===== config.mk =====
export PLATFORM = sky130hd
export DESIGN_NAME = mitchell_div16_pipe_flat
export DESIGN_NICKNAME = d
export VERILOG_FILES = /design/src/rtl/mitchell_div16_pipe_if.sv /design/src/rtl/mitchell_div16_pipe.sv /design/src/flat_wrapper.sv
export SDC_FILE = /design/constraint.sdc
export NUM_CORES = 1
export LEC_CHECK = 0
export BUFFER_PORTS_ARGS = -buffer_cell sky130_fd_sc_hd__buf_2
export CAP_MARGIN = 25
export CORE_ASPECT_RATIO = 1.2
export CORE_MARGIN = 3
export CORE_UTILIZATION = 40
export CTS_BUF_LIST = sky130_fd_sc_hd__clkbuf_16
export DETAILED_ROUTE_END_ITERATION = 12
export PLACE_DENSITY = 0.69
export SYNTH_ARGS = -nofsm -noshare
export SYNTH_HDL_FRONTEND = slang
export SYNTH_SLANG_ARGS = --single-unit

===== constraint.sdc =====
create_clock -name clk -period 7.04 [get_ports clk]
set_clock_uncertainty 0.1 [all_clocks]
set_input_delay 0.704 -clock clk [delete_from_list [all_inputs] [get_ports clk]]
set_output_delay 0.704 -clock clk [all_outputs]
set_load 0.02 [all_outputs]

===== src/rtl/mitchell_div16_pipe_if.sv =====
`default_nettype none
// ============================================================================
//  Module      : mitchell_div16_pipe_if
//  Description : Operand/result stream bundle for the Mitchell divider.
//                The slave side is the divider, the master side its client.
//  Revision    : 1.0  initial release
// ============================================================================
interface mitchell_div16_pipe_if;
    logic        in_valid;
    logic        in_ready;
    logic [15:0] a;
    logic [15:0] b;
    logic        out_valid;
    logic        out_ready;
    logic [23:0] q;
    logic        div_by_zero;

    modport slave (
        input  in_valid, a, b, out_ready,
        output in_ready, out_valid, q, div_by_zero
    );

    modport master (
        output in_valid, a, b, out_ready,
        input  in_ready, out_valid, q, div_by_zero
    );
endinterface
`default_nettype wire


===== src/rtl/mitchell_div16_pipe.sv =====
`default_nettype none
// ============================================================================
//  Module      : mitchell_div16_pipe
//  Description : Three-stage approximate 16-bit unsigned divider based on the
//                Mitchell logarithm: leading-one/mantissa extraction, log
//                subtraction, piecewise-linear antilog into Q16.8.
//                Optional macro MITCHELL_DIV_ROUND_EN selects round-half-up
//                on right shifts instead of truncation.
//  Revision    : 1.0  initial release
// ============================================================================
module mitchell_div16_pipe #(
    parameter int FRAC_W   = 15,
    parameter int OUT_FRAC = 8
) (
    input  wire logic              clk,
    input  wire logic              rst,
    mitchell_div16_pipe_if.slave   bus
);

    // Whole pipeline moves in lockstep whenever the output slot is free
    logic w_advance;
    assign w_advance    = !bus.out_valid || bus.out_ready;
    assign bus.in_ready = w_advance;

    // Position of the most significant set bit (0 for a zero operand)
    function automatic logic [3:0] lead_one(input logic [15:0] v);
        logic [3:0] k;
        k = '0;
        for (int i = 0; i < 16; i++) begin
            if (v[i]) k = 4'(i);
        end
        return k;
    endfunction

    // ------------------------------------------------------------------
    // Stage 1: logarithm (characteristic + fractional mantissa)
    // ------------------------------------------------------------------
    logic        v1_q;
    logic [3:0]  ka1_q, kb1_q, ka1_d, kb1_d;
    logic [14:0] xa1_q, xb1_q, xa1_d, xb1_d;
    logic        za1_q, zb1_q;
    logic [15:0] w_a_norm, w_b_norm;

    // Normalise each operand so its leading one sits at bit 15
    always_comb begin
        ka1_d    = lead_one(bus.a);
        kb1_d    = lead_one(bus.b);
        w_a_norm = bus.a << (4'd15 - ka1_d);
        w_b_norm = bus.b << (4'd15 - kb1_d);
        xa1_d    = w_a_norm[FRAC_W-1:0];
        xb1_d    = w_b_norm[FRAC_W-1:0];
    end

    // Stage 1 register: valid follows acceptance, data loads on acceptance
    always_ff @(posedge clk) begin
        if (rst) begin
            v1_q  <= 1'b0;
            ka1_q <= '0;
            kb1_q <= '0;
            xa1_q <= '0;
            xb1_q <= '0;
            za1_q <= 1'b0;
            zb1_q <= 1'b0;
        end else if (w_advance) begin
            v1_q <= bus.in_valid;
            if (bus.in_valid) begin
                ka1_q <= ka1_d;
                kb1_q <= kb1_d;
                xa1_q <= xa1_d;
                xb1_q <= xb1_d;
                za1_q <= (bus.a == 16'd0);
                zb1_q <= (bus.b == 16'd0);
            end
        end
    end

    // ------------------------------------------------------------------
    // Stage 2: log subtraction with borrow into the characteristic
    // ------------------------------------------------------------------
    logic               v2_q;
    logic [15:0]        m2_q, m2_d;
    logic signed [5:0]  e2_q, e2_d;
    logic               za2_q, zb2_q;

    // Mantissa difference; a borrow moves one unit from the exponent
    always_comb begin
        e2_d = 6'($signed({2'b00, ka1_q}) - $signed({2'b00, kb1_q}));
        if (xa1_q >= xb1_q) begin
            m2_d = {1'b1, xa1_q - xb1_q};
        end else begin
            m2_d = 16'(17'h10000 + {2'b00, xa1_q} - {2'b00, xb1_q});
            e2_d = e2_d - 6'sd1;
        end
    end

    // Stage 2 register
    always_ff @(posedge clk) begin
        if (rst) begin
            v2_q  <= 1'b0;
            m2_q  <= '0;
            e2_q  <= '0;
            za2_q <= 1'b0;
            zb2_q <= 1'b0;
        end else if (w_advance) begin
            v2_q <= v1_q;
            if (v1_q) begin
                m2_q  <= m2_d;
                e2_q  <= e2_d;
                za2_q <= za1_q;
                zb2_q <= zb1_q;
            end
        end
    end

    // ------------------------------------------------------------------
    // Stage 3: antilog into Q16.8, special-case override
    // ------------------------------------------------------------------
    logic               v3_q;
    logic [23:0]        quot_q, quot_d;
    logic               dbz_q, dbz_d;
    logic signed [5:0]  w_s;
    logic [5:0]         w_neg_s;
    logic [4:0]         w_rsh;
    logic [23:0]        w_m_ext;

    // m carries 15 fraction bits; the output has OUT_FRAC, hence e-7
    always_comb begin
        w_s     = e2_q - 6'(FRAC_W - OUT_FRAC);
        w_neg_s = 6'(-w_s);
        w_rsh   = w_neg_s[4:0];
        w_m_ext = {8'd0, m2_q};
        dbz_d   = 1'b0;
        if (!w_s[5]) begin
            quot_d = w_m_ext << w_s[3:0];
        end else begin
`ifdef MITCHELL_DIV_ROUND_EN
            quot_d = (w_m_ext + (24'd1 << (w_rsh - 5'd1))) >> w_rsh;
`else
            quot_d = w_m_ext >> w_rsh;
`endif
        end
        if (zb2_q) begin
            quot_d = 24'hFFFFFF;
            dbz_d  = 1'b1;
        end else if (za2_q) begin
            quot_d = 24'd0;
        end
    end

    // Output register: only a valid stage-2 result may overwrite q
    always_ff @(posedge clk) begin
        if (rst) begin
            v3_q   <= 1'b0;
            quot_q <= '0;
            dbz_q  <= 1'b0;
        end else if (w_advance) begin
            v3_q <= v2_q;
            if (v2_q) begin
                quot_q <= quot_d;
                dbz_q  <= dbz_d;
            end
        end
    end

    assign bus.out_valid   = v3_q;
    assign bus.q           = quot_q;
    assign bus.div_by_zero = dbz_q;

endmodule
`default_nettype wire


===== src/flat_wrapper.sv =====
// flat-port wrapper written by rule: the top's interface ports become plain ports
module mitchell_div16_pipe_flat 
#(
    parameter int FRAC_W   = 15,
    parameter int OUT_FRAC = 8
)
  (clk, rst, bus_in_valid, bus_a, bus_b, bus_out_ready, bus_in_ready, bus_out_valid, bus_q, bus_div_by_zero);
  mitchell_div16_pipe_if bus_i ();
  input  wire logic clk;
  input  wire logic rst;
  input wire logic [$bits(bus_i.in_valid)-1:0] bus_in_valid;
  input wire logic [$bits(bus_i.a)-1:0] bus_a;
  input wire logic [$bits(bus_i.b)-1:0] bus_b;
  input wire logic [$bits(bus_i.out_ready)-1:0] bus_out_ready;
  output wire logic [$bits(bus_i.in_ready)-1:0] bus_in_ready;
  output wire logic [$bits(bus_i.out_valid)-1:0] bus_out_valid;
  output wire logic [$bits(bus_i.q)-1:0] bus_q;
  output wire logic [$bits(bus_i.div_by_zero)-1:0] bus_div_by_zero;
  assign bus_i.in_valid = bus_in_valid;
  assign bus_i.a = bus_a;
  assign bus_i.b = bus_b;
  assign bus_i.out_ready = bus_out_ready;
  assign bus_in_ready = bus_i.in_ready;
  assign bus_out_valid = bus_i.out_valid;
  assign bus_q = bus_i.q;
  assign bus_div_by_zero = bus_i.div_by_zero;
  mitchell_div16_pipe #(.FRAC_W(FRAC_W), .OUT_FRAC(OUT_FRAC)) u_core (.clk(clk), .rst(rst), .bus(bus_i));
endmodule

==> results of run 1 <==
[registers in the layout, indices dropped and copies added (netlist names)]
| signal | flops |
|---|---|
| u_core.m2_q | 16 |
| u_core.zb2_q | 1 |
| u_core.za1_q | 1 |
| u_core.v1_q | 1 |
| u_core.kb1_q | 4 |
| u_core.xb1_q | 15 |
| u_core.bus.out_valid | 1 |
| u_core.v2_q | 1 |
| u_core.ka1_q | 4 |
| u_core.za2_q | 1 |
| u_core.zb1_q | 1 |
| u_core.e2_q | 6 |
| u_core.xa1_q | 15 |
| u_core.bus.q | 24 |
| u_core.bus.div_by_zero | 1 |
[cell families (layout without fill, tap and decap cells)]
kind of cell / after synthesis / after routing / share of synthesized area (%)
AO/OA/AOI/OAI: 281 / 281 / 25.76
XOR/XNOR: 22 / 22 / 2.708
adder cells (fa/ha/maj): 25 / 25 / 4.606
buffers and inverters: 106 / 136 / 6.030
flip-flops: 92 / 92 / 25.88
multiplexers: 83 / 83 / 12.03
AND/OR/NAND/NOR: 362 / 362 / 23.00
[layer usage]
metal / share of wire, % / vias up
met5: 0 / -
met4: 4.4 / 0
met3: 4.3 / 56
met2: 48 / 194
met1: 43 / 3207
li1: - / 3560
[power by group through the flow]
stage	clock, mW	sequential [mW]	combinational [mW]
after floorplan	0	0.602	0.491
after global placement	0	0.606	0.632
after detailed placement	0	0.607	0.636
after CTS	0.502	0.595	0.639
after global routing	0.526	0.597	0.732
final	0.494	0.591	0.654
[synthesized netlist by cell type (all sizes together) (17+ instances only)]
| cell type | count | area [sq um] |
|---|---|---|
| nand2 | 113 | 424.2 |
| nand2b | 18 | 115.1 |
| nor2 | 117 | 439.2 |
| clkbuf | 38 | 142.6 |
| inv | 47 | 176.4 |
| ha | 23 | 287.8 |
| mux2i | 72 | 720.7 |
| o21ai | 48 | 247.7 |
| dfxtp | 92 | 1842 |
| nand3 | 23 | 115.1 |
| a22oi | 17 | 132.6 |
| buf | 21 | 110.1 |
| a211oi | 36 | 275.3 |
| nor3 | 35 | 180.2 |
| a21oi | 89 | 445.4 |
[through the flow]
step,cell area [sq um],hold slack [ns],setup WS (ns),cells,power [mW]
floorplan,7117,0.3156,4.432,971,1.094
global placement,7512,0.3298,3.719,1198,1.238
detailed placement,7517,0.3321,3.667,1199,1.243
CTS,7818,0.3416,3.638,1215,1.737
global route,7860,0.3873,3.698,1217,1.854
finish,7860,0.3394,3.997,1217,1.738
[layout make-up]
type,count,area (sq um)
clock buffer,9,225.2
clock inverter,7,75.07
fill,1825,9316
inverter,47,176.4
multi-input combinational,773,4853
sequential,92,1842
tap,216,270.3
timing repair buffer,73,417.9
[final timing paths]
kind,start,endpoint,slack (ns),depth (start not counted)
worst max register to register,u_core.e2_q[1],u_core.bus.q[9],4.00,11
worst min register to register,u_core.xb1_q[6],u_core.xb1_q[6],0.34,2
worst max-delay path,u_core.e2_q[1],u_core.bus.q[9],4.00,11
worst min-delay path,u_core.xb1_q[6],u_core.xb1_q[6],0.34,2
[worst min-delay path, stage by stage, from the launching register on]
cell,delay (ns)
dfxtp_1,0.31
nand2_1,0.05
nand2_1,0.04
==> impl_metrics.yaml, run 1 <==
status:
  status: "complete, no violations"
setup_path:
  cp_max_fo: 39
  crit_arrival_ns: 3.21
  crit_top_cell: "o21ai_0"
  slowest_stage: "buf_4"
  crit_type: "reg -> reg"
  critical_path_buf_inv_count: 3
  cp_top_family: "compound AO/OA/AOI/OAI gates"
  start_kind: "flop"
  worst_path_largest_cell_delay_ns: 0.37
  crit_path_end_kind: "flop"
  required_ns: 7.21
  worstPathCellList: "ha_1 -> buf_4 -> inv_1 -> o211a_1 -> o21ai_0 -> xnor2_1 -> buf_4 -> or3_1 -> o21ai_0 -> o21ai_0 -> a211oi_1"
global_route:
  grt_pass1_vias: 6489
  grtUsageMet2_pct: 33.00
  grt_use_total_pct: 20.11
  grt-ovfl-total: 0
  busiest_layer: "met2"
  gr-usage-met1_pct: 25.41
  grt_first_pass_wirelength_um: 32530
  antenna_found_initial: 0
  grtUsageMet3_pct: 3.336
  grt_max_degree: 57
power:
  vdd_drop_max_uv: 171.1
  power.share.clock_pct: 28.4
  comb_power_share_pct: 37.6
  netSwitchingPower_mw: 0.6489
  seq_power_share_pct: 34.0
  internal_power_mw: 1.089
  power_per_cell_area_mw_per_mm2: 221.2
  leakagePower_nw: 3.171
  p_sw_share_pct: 37.33
yosys:
  synthCells: 971
  syn_avg_cell_area_sq_um: 7.329
  syn_nets: 1032
  ys_ff_latch: 92
  synth_edf_count: 0
  netlist_area_sq_mm: 0.007117
  synth_cell_type_count: 66
  ys_seq_area_share_pct: 25.88
  synth_warnings: 0
  postSynth.asyncResetShare_pct: 0
  synth_ff_type: "dfxtp_1"
hold_path:
  holdCritPathClass: "reg -> reg"
sta:
  timing.fmax_mhz: 328.6
  rsz0062_at_grt: "no"
  tightest_slew_ns: 0.9011
  final-hold-violation-count: 0
  slew_violations: 0
  finalSetupViolations: 0
  fin_crit_ns: 3.043
  finalCritPeriodShare_pct: 43.23
  relSlewSlack_pct: 39.93
  tns_ns: 0
cells_and_area:
  drive_gt1_share_pct: 11.69
  syn_to_final_growth_pct: 10.44
  fin_nets: 1057
  final_common_cell: "nor2_1"
  postLayoutCoreUtil_pct: 45.76
  num_antenna_cells: 0
  final_cell_mix: "nor2_1 (117), nand2_1 (113), dfxtp_1 (92)"
floorplan:
  io_pins: 63
  initial_core_util_pct: 41.43
  die_y_um: 152.1
  die-area_sq_mm: 0.01944
  die_w_um: 127.8
  num_rows: 52
  core_sq_mm: 0.01718
flow_run:
  cap_violations: 0
routing:
  route.detailed.drc: 0
  via_count: 7017
  via_per_inst: 5.766
  firstDrtPassIters: 5
  dr.first_iter.drc_count: 496
  routed_wl_um: 19600
  wl_per_cell_um: 16.10
  postRouteAntennaNets: 0
place:
  gp_congestion: 0.9705
  dp_hpwl_um: 15020
  place.port_buffers: 62
clocking:
  ctsResizeCount: 0
  cts_buffers: 9
  hold_buffers: 0
  cts_root_buffer: "clkbuf_16"
  clkLatencyLatePin_ns: 0.35
  htree_levels: 3
  cts.sinks: 92
  cts_tree: "built"
  cts_setup_buffers: 0
  clock_path_buffers: 2
  path_clk_slew_ns: 0.07
(Power assumes the default switching activity.)
==> inputs of run 2 (changes only) <==
- clock period: 7.04 -> 3 ns (I/O delays scaled with it)
==> run 2 against run 1 <==
  * Flip-flop and latch count stayed put
  * Largest cell class unchanged
  * Final area is 1.2% higher
  * Clock power is 130% higher
  * Critical path depth is 1 lower
  * Total power is 140% higher
  * Critical path type unchanged
  * Combinational power is 140% higher
  * Utilization is 0.56 points higher
==> impl_metrics.yaml, run 2 (synthesized netlist as in run 1, its figures left out) <==
setup_path:
  r2r_setup_slack_ns: 0.25
  required_ns: 3.11
  cp_max_fo: 36
  rr_startpoint: "u_core.e2_q[1]"
  cp-startpoint: "u_core.e2_q[1]"
  crit_top_cell: "mux2_2"
  crit_type: "reg -> reg"
  ff2ff_path_depth: 10
  crit_path_end_kind: "flop"
  crit_path_end: "u_core.bus.q[2]"
  start_kind: "flop"
  worstPathCellList: "ha_1 -> buf_6 -> mux2_2 -> nor2_1 -> a21oi_1 -> mux2_2 -> mux2i_1 -> o22ai_1 -> a211oi_1 -> nor3_1"
  worst_path_largest_cell_delay_ns: 0.39
  slowest_stage: "mux2_2"
  crit_arrival_ns: 2.86
  r2r_end: "u_core.bus.q[2]"
routing:
  via_count: 7135
  route.detailed.drc: 0
  postRouteAntennaNets: 0
  met2RoutedLength_um: 9765
  dr.first_iter.drc_count: 497
  dr_wl_met3_um: 914
  wl_per_cell_um: 16.15
  via_per_inst: 5.791
  firstDrtPassIters: 5
  drt-met1-wl_um: 8457
  top_layer_used: "met5"
  routed_wl_um: 19900
sta:
  slew_violations: 0
  relSlewSlack_pct: 42.30
  rsz0062_at_grt: "no"
  timing.fmax_mhz: 363.1
  finalSetupViolations: 0
  final-hold-violation-count: 0
  tns_ns: 0
  finalCritPeriodShare_pct: 91.80
  tightest_slew_ns: 0.8655
  fin_crit_ns: 2.754
global_route:
  grt-ovfl-total: 0
  antenna_found_initial: 1
  grt_use_total_pct: 20.31
  grt_first_pass_wirelength_um: 33000
  grt_max_degree: 65
  grt_pass1_vias: 6697
floorplan:
  num_rows: 52
  initial_core_util_pct: 41.43
  die_w_um: 127.8
  die-area_sq_mm: 0.01944
  core_sq_mm: 0.01718
  io_pins: 63
  die_y_um: 152.1
cells_and_area:
  largest_reg_flops: 24
  final_common_cell: "nor2_1"
  syn_to_final_growth_pct: 11.80
  fin_nets: 1072
  drive_gt1_share_pct: 13.09
  final_cell_mix: "nor2_1 (117), nand2_1 (113), dfxtp_1 (92)"
  num_antenna_cells: 0
power:
  power_per_cell_area_mw_per_mm2: 517.5
  leakagePower_nw: 3.249
  finalPower_mw: 4.117
  vdd_drop_max_uv: 321.4
place:
  gp_congestion: 0.9558
  dp_hpwl_um: 15330
  place.port_buffers: 62
clocking:
  cts_setup_buffers: 0
  cts_tree: "built"
  clkLatencyLatePin_ns: 0.35
  hold_buffers: 0
  cts_buffers: 9
  path_clk_slew_ns: 0.07
  cts.sinks: 92
  clock_path_buffers: 2
  htree_levels: 3
  cts_root_buffer: "clkbuf_16"
status:
  status: "complete, no violations"
flow_run:
  cap_violations: 0
hold_path:
  holdCritPathClass: "in -> reg"
-- run 2: changes by cell type in the layout (fill, tap and decap cells not counted), sizes merged --
cell / before / now
buf: 73 / 88
inv: 48 / 50
clkinv: 3 / 2
clkinvlp: 2 / 1
-- run 2: report_power, final --
part	internal (mW)	total (mW)	switching [mW]
sequential	1.31	1.39	0.0740
combinational	0.613	1.57	0.953
clock	0.651	1.16	0.512
-- run 2: worst min-delay path by stage --
stage	start	end	slack, ns	cells after the start
4_1_cts	bus_out_ready	u_core.v1_q	0.16	4
2_1_floorplan	u_core.xb1_q[6]	u_core.xb1_q[6]	0.32	2
3_5_place_dp	u_core.xb1_q[6]	u_core.xb1_q[6]	0.33	2
3_3_place_gp	u_core.xa1_q[7]	u_core.xa1_q[7]	0.33	2
6_report	bus_out_ready	u_core.v1_q	0.16	4
5_1_grt	bus_out_ready	u_core.v2_q	0.17	4
-- run 2: cell type report --
class	instances	area [sq um]
multi-input combinational	773	4861
inverter	47	176.4
sequential	92	1842
clock buffer	9	225.2
tap	216	270.3
fill	1809	9220
timing repair buffer	88	509.2
clock inverter	7	72.57
-- run 2: repair_timing --
item | 4_1_cts | 5_1_grt
hold endpoints to repair | 0 | 0
endpoints found under the setup margin | 0 | 3
resized for setup | 0 | 2
-- run 2: per-stage QoR --
step                utilization, %  setup WS [ns]  hold WS (ns)  area (sq um)  instances
finish                       46.32         0.2459        0.1564          7956       1232
global route                 46.32       0.008193        0.1709          7956       1232
CTS                          46.26         0.1793        0.1557          7945       1232
detailed placement           44.52         0.1970        0.3308          7647       1216
global placement             44.52         0.2365        0.3316          7647       1216
floorplan                        -         0.6531        0.3156          7117        971
-- run 2: per-layer routing --
metal  vias to the layer above  GRT usage, %
met2                       237         34.52
met3                        58         2.985
li1                       3591             -
met4                         2         8.595
met5                         -             0
met1                      3247         25.40
-- run 2: critical path: cells and delay by family, from the launching register on --
family / cells / cell delay, ns
AOI/OAI and AO/OA: 3 / 0.45
adders and majority gates: 1 / 0.35
buffers and inverters: 1 / 0.30
DFF: 1 / 0.35
muxes: 3 / 0.85
and+or+nand+nor: 2 / 0.20
==> inputs of run 3 (changes only) <==
- PLACE_DENSITY: 0.69 -> default
==> run 3 against run 2 <==
  * Sequential share of layout area is 0.13 points lower
  * Critical path depth is 2 lower
  * Largest cell class unchanged
  * Combinational power hardly changed
  * Maximum frequency is 0.35% higher
  * First-iteration DRC count is 8.9% lower
  * Via count is 1.3% lower
  * Sequential power hardly changed
  * Critical path type unchanged
  * Critical endpoint is now u_core.bus.q[11]
  * Hold slack better by 0.011 ns
  * Register-to-register slack hardly changed
==> impl_metrics.yaml, run 3 (synthesized netlist as in run 1, its figures left out) <==
place:
  dp_hpwl_um: 16270
  gp_congestion: 0.9497
  place.port_buffers: 62
  placed_cell_area_sq_mm: 0.007715
cells_and_area:
  fin_area_sq_mm: 0.008000
  drive_gt1_share_pct: 13.95
  final_common_cell: "nor2_1"
  num_antenna_cells: 0
  fillers: 1818
  largest_reg_flops: 24
  ff_latch_area_sq_mm: 0.001842
  final_cell_mix: "nor2_1 (117), nand2_1 (113), dfxtp_1 (92)"
  fin_nets: 1081
  syn_to_final_growth_pct: 12.41
  multi_input_area_sq_mm: 0.004861
global_route:
  grt_use_total_pct: 21.35
  grt_first_pass_wirelength_um: 34180
  grt_max_degree: 56
  grt_pass1_vias: 6779
  antenna_found_initial: 0
  grt-ovfl-total: 0
floorplan:
  die_y_um: 152.1
  io_pins: 63
  die-area_sq_mm: 0.01944
  die_w_um: 127.8
  initial_core_util_pct: 41.43
  num_rows: 52
  core_sq_mm: 0.01718
power:
  leakagePower_nw: 3.288
  internal_power_mw: 2.512
  power.share.clock_pct: 26.5
  seq_power_share_pct: 34.1
  comb_power_share_pct: 39.3
  p_sw_share_pct: 38.13
  netSwitchingPower_mw: 1.548
  vdd_drop_max_uv: 304.7
  power_per_cell_area_mw_per_mm2: 507.5
  finalPower_mw: 4.060
routing:
  dr_wl_met3_um: 764
  via_count: 7041
  route.detailed.drc: 0
  drt-met1-wl_um: 8883
  firstDrtPassIters: 5
  postRouteAntennaNets: 0
  top_layer_used: "met4"
  via_per_inst: 5.674
  wl_per_cell_um: 16.78
  routed_wl_um: 20830
  dr.first_iter.drc_count: 453
  met2RoutedLength_um: 10510
sta:
  rsz0062_at_grt: "no"
  final-hold-violation-count: 0
  fin_crit_ns: 2.744
  tns_ns: 0
  finalCritPeriodShare_pct: 91.48
  finalSetupViolations: 0
  tightest_slew_ns: 0.9780
  relSlewSlack_pct: 34.30
  timing.fmax_mhz: 364.4
  slew_violations: 0
setup_path:
  crit_arrival_ns: 2.85
  worstPathCellList: "ha_1 -> buf_6 -> mux2i_1 -> mux2i_1 -> mux2i_1 -> nor2_1 -> nor4_1 -> a2111oi_0"
  crit_path_end_kind: "flop"
  crit_type: "reg -> reg"
  worst_path_largest_cell_delay_ns: 0.56
  cp_max_fo: 36
  cp.depth: 8
  slowest_stage: "nor4_1"
  required_ns: 3.11
  start_kind: "flop"
  ff2ff_path_depth: 8
  critical_path_buf_inv_count: 1
  cp_top_family: "multiplexers"
  crit_top_cell: "mux2i_1"
clocking:
  hold_buffers: 0
  path_clk_slew_ns: 0.07
  htree_levels: 3
  cts_buffers: 9
  cts.sinks: 92
  cts_root_buffer: "clkbuf_16"
  cts_tree: "built"
  clkLatencyLatePin_ns: 0.36
  clock_path_buffers: 2
hold_path:
  holdCritPathClass: "in -> reg"
  hold_depth: 4
status:
  status: "complete, no violations"
flow_run:
  cap_violations: 0
[run 3: cell count changes in the layout (fill, tap and decap cells not counted)]
cell	before	now
buf_4	25	34
clkinv_2	1	3
bufinv_16	1	0
clkinv_1	1	0
[run 3: path summary, 6_finish.rpt]
check,to,start,slack (ns)
hold reg to reg,u_core.xb1_q[6],u_core.xb1_q[6],0.34
hold / removal,u_core.v1_q,bus_out_ready,0.17
setup / recovery,u_core.bus.q[11],u_core.e2_q[0],0.26
setup reg to reg,u_core.bus.q[11],u_core.e2_q[0],0.26
[run 3: power by group through the flow]
stage | clock network (mW) | logic [mW] | registers [mW]
after floorplan | 0 | 1.15 | 1.41
after global placement | 0 | 1.56 | 1.41
after detailed placement | 0 | 1.57 | 1.42
after CTS | 1.11 | 1.58 | 1.39
after global routing | 1.15 | 1.78 | 1.40
final | 1.08 | 1.60 | 1.39
[run 3: repair_timing]
item | CTS | global route
setup buffers | 0 | 0
resized for setup | 0 | 2
endpoints found under the setup margin | 0 | 5
[run 3: metrics by stage]
step	utilization (%)	instances	worst slack, ns	hold slack [ns]
after floorplan	-	971	0.6531	0.3156
after global placement	44.92	1225	0.1928	0.3294
after detailed placement	44.92	1225	0.1849	0.3344
after CTS	46.51	1241	0.1605	0.1571
after global routing	46.58	1241	0.05880	0.1920
final	46.58	1241	0.2555	0.1673
[run 3: layout make-up]
type                            count  area share [%]
Sequential cell                    92           23.02
Clock inverter                      7          0.6099
Clock buffer                        9           2.815
Multi-Input combinational cell    773           60.76
Tap cell                          216           3.378
Inverter                           47           2.205
Timing Repair Buffer               97           7.210
[run 3: layer usage]
metal	global-route usage, %	vias up
met3	2.914	40
met5	0	-
li1	-	3611
met1	25.74	3206
met2	37.69	184
met4	8.746	0
[run 3: tightest hold or removal path: cells and delay by family]
kind | cells | cell delay (ns)
and+or+nand+nor | 2 | 0.14
buffers and inverters | 1 | 0.09
AOI/OAI and AO/OA | 1 | 0.05
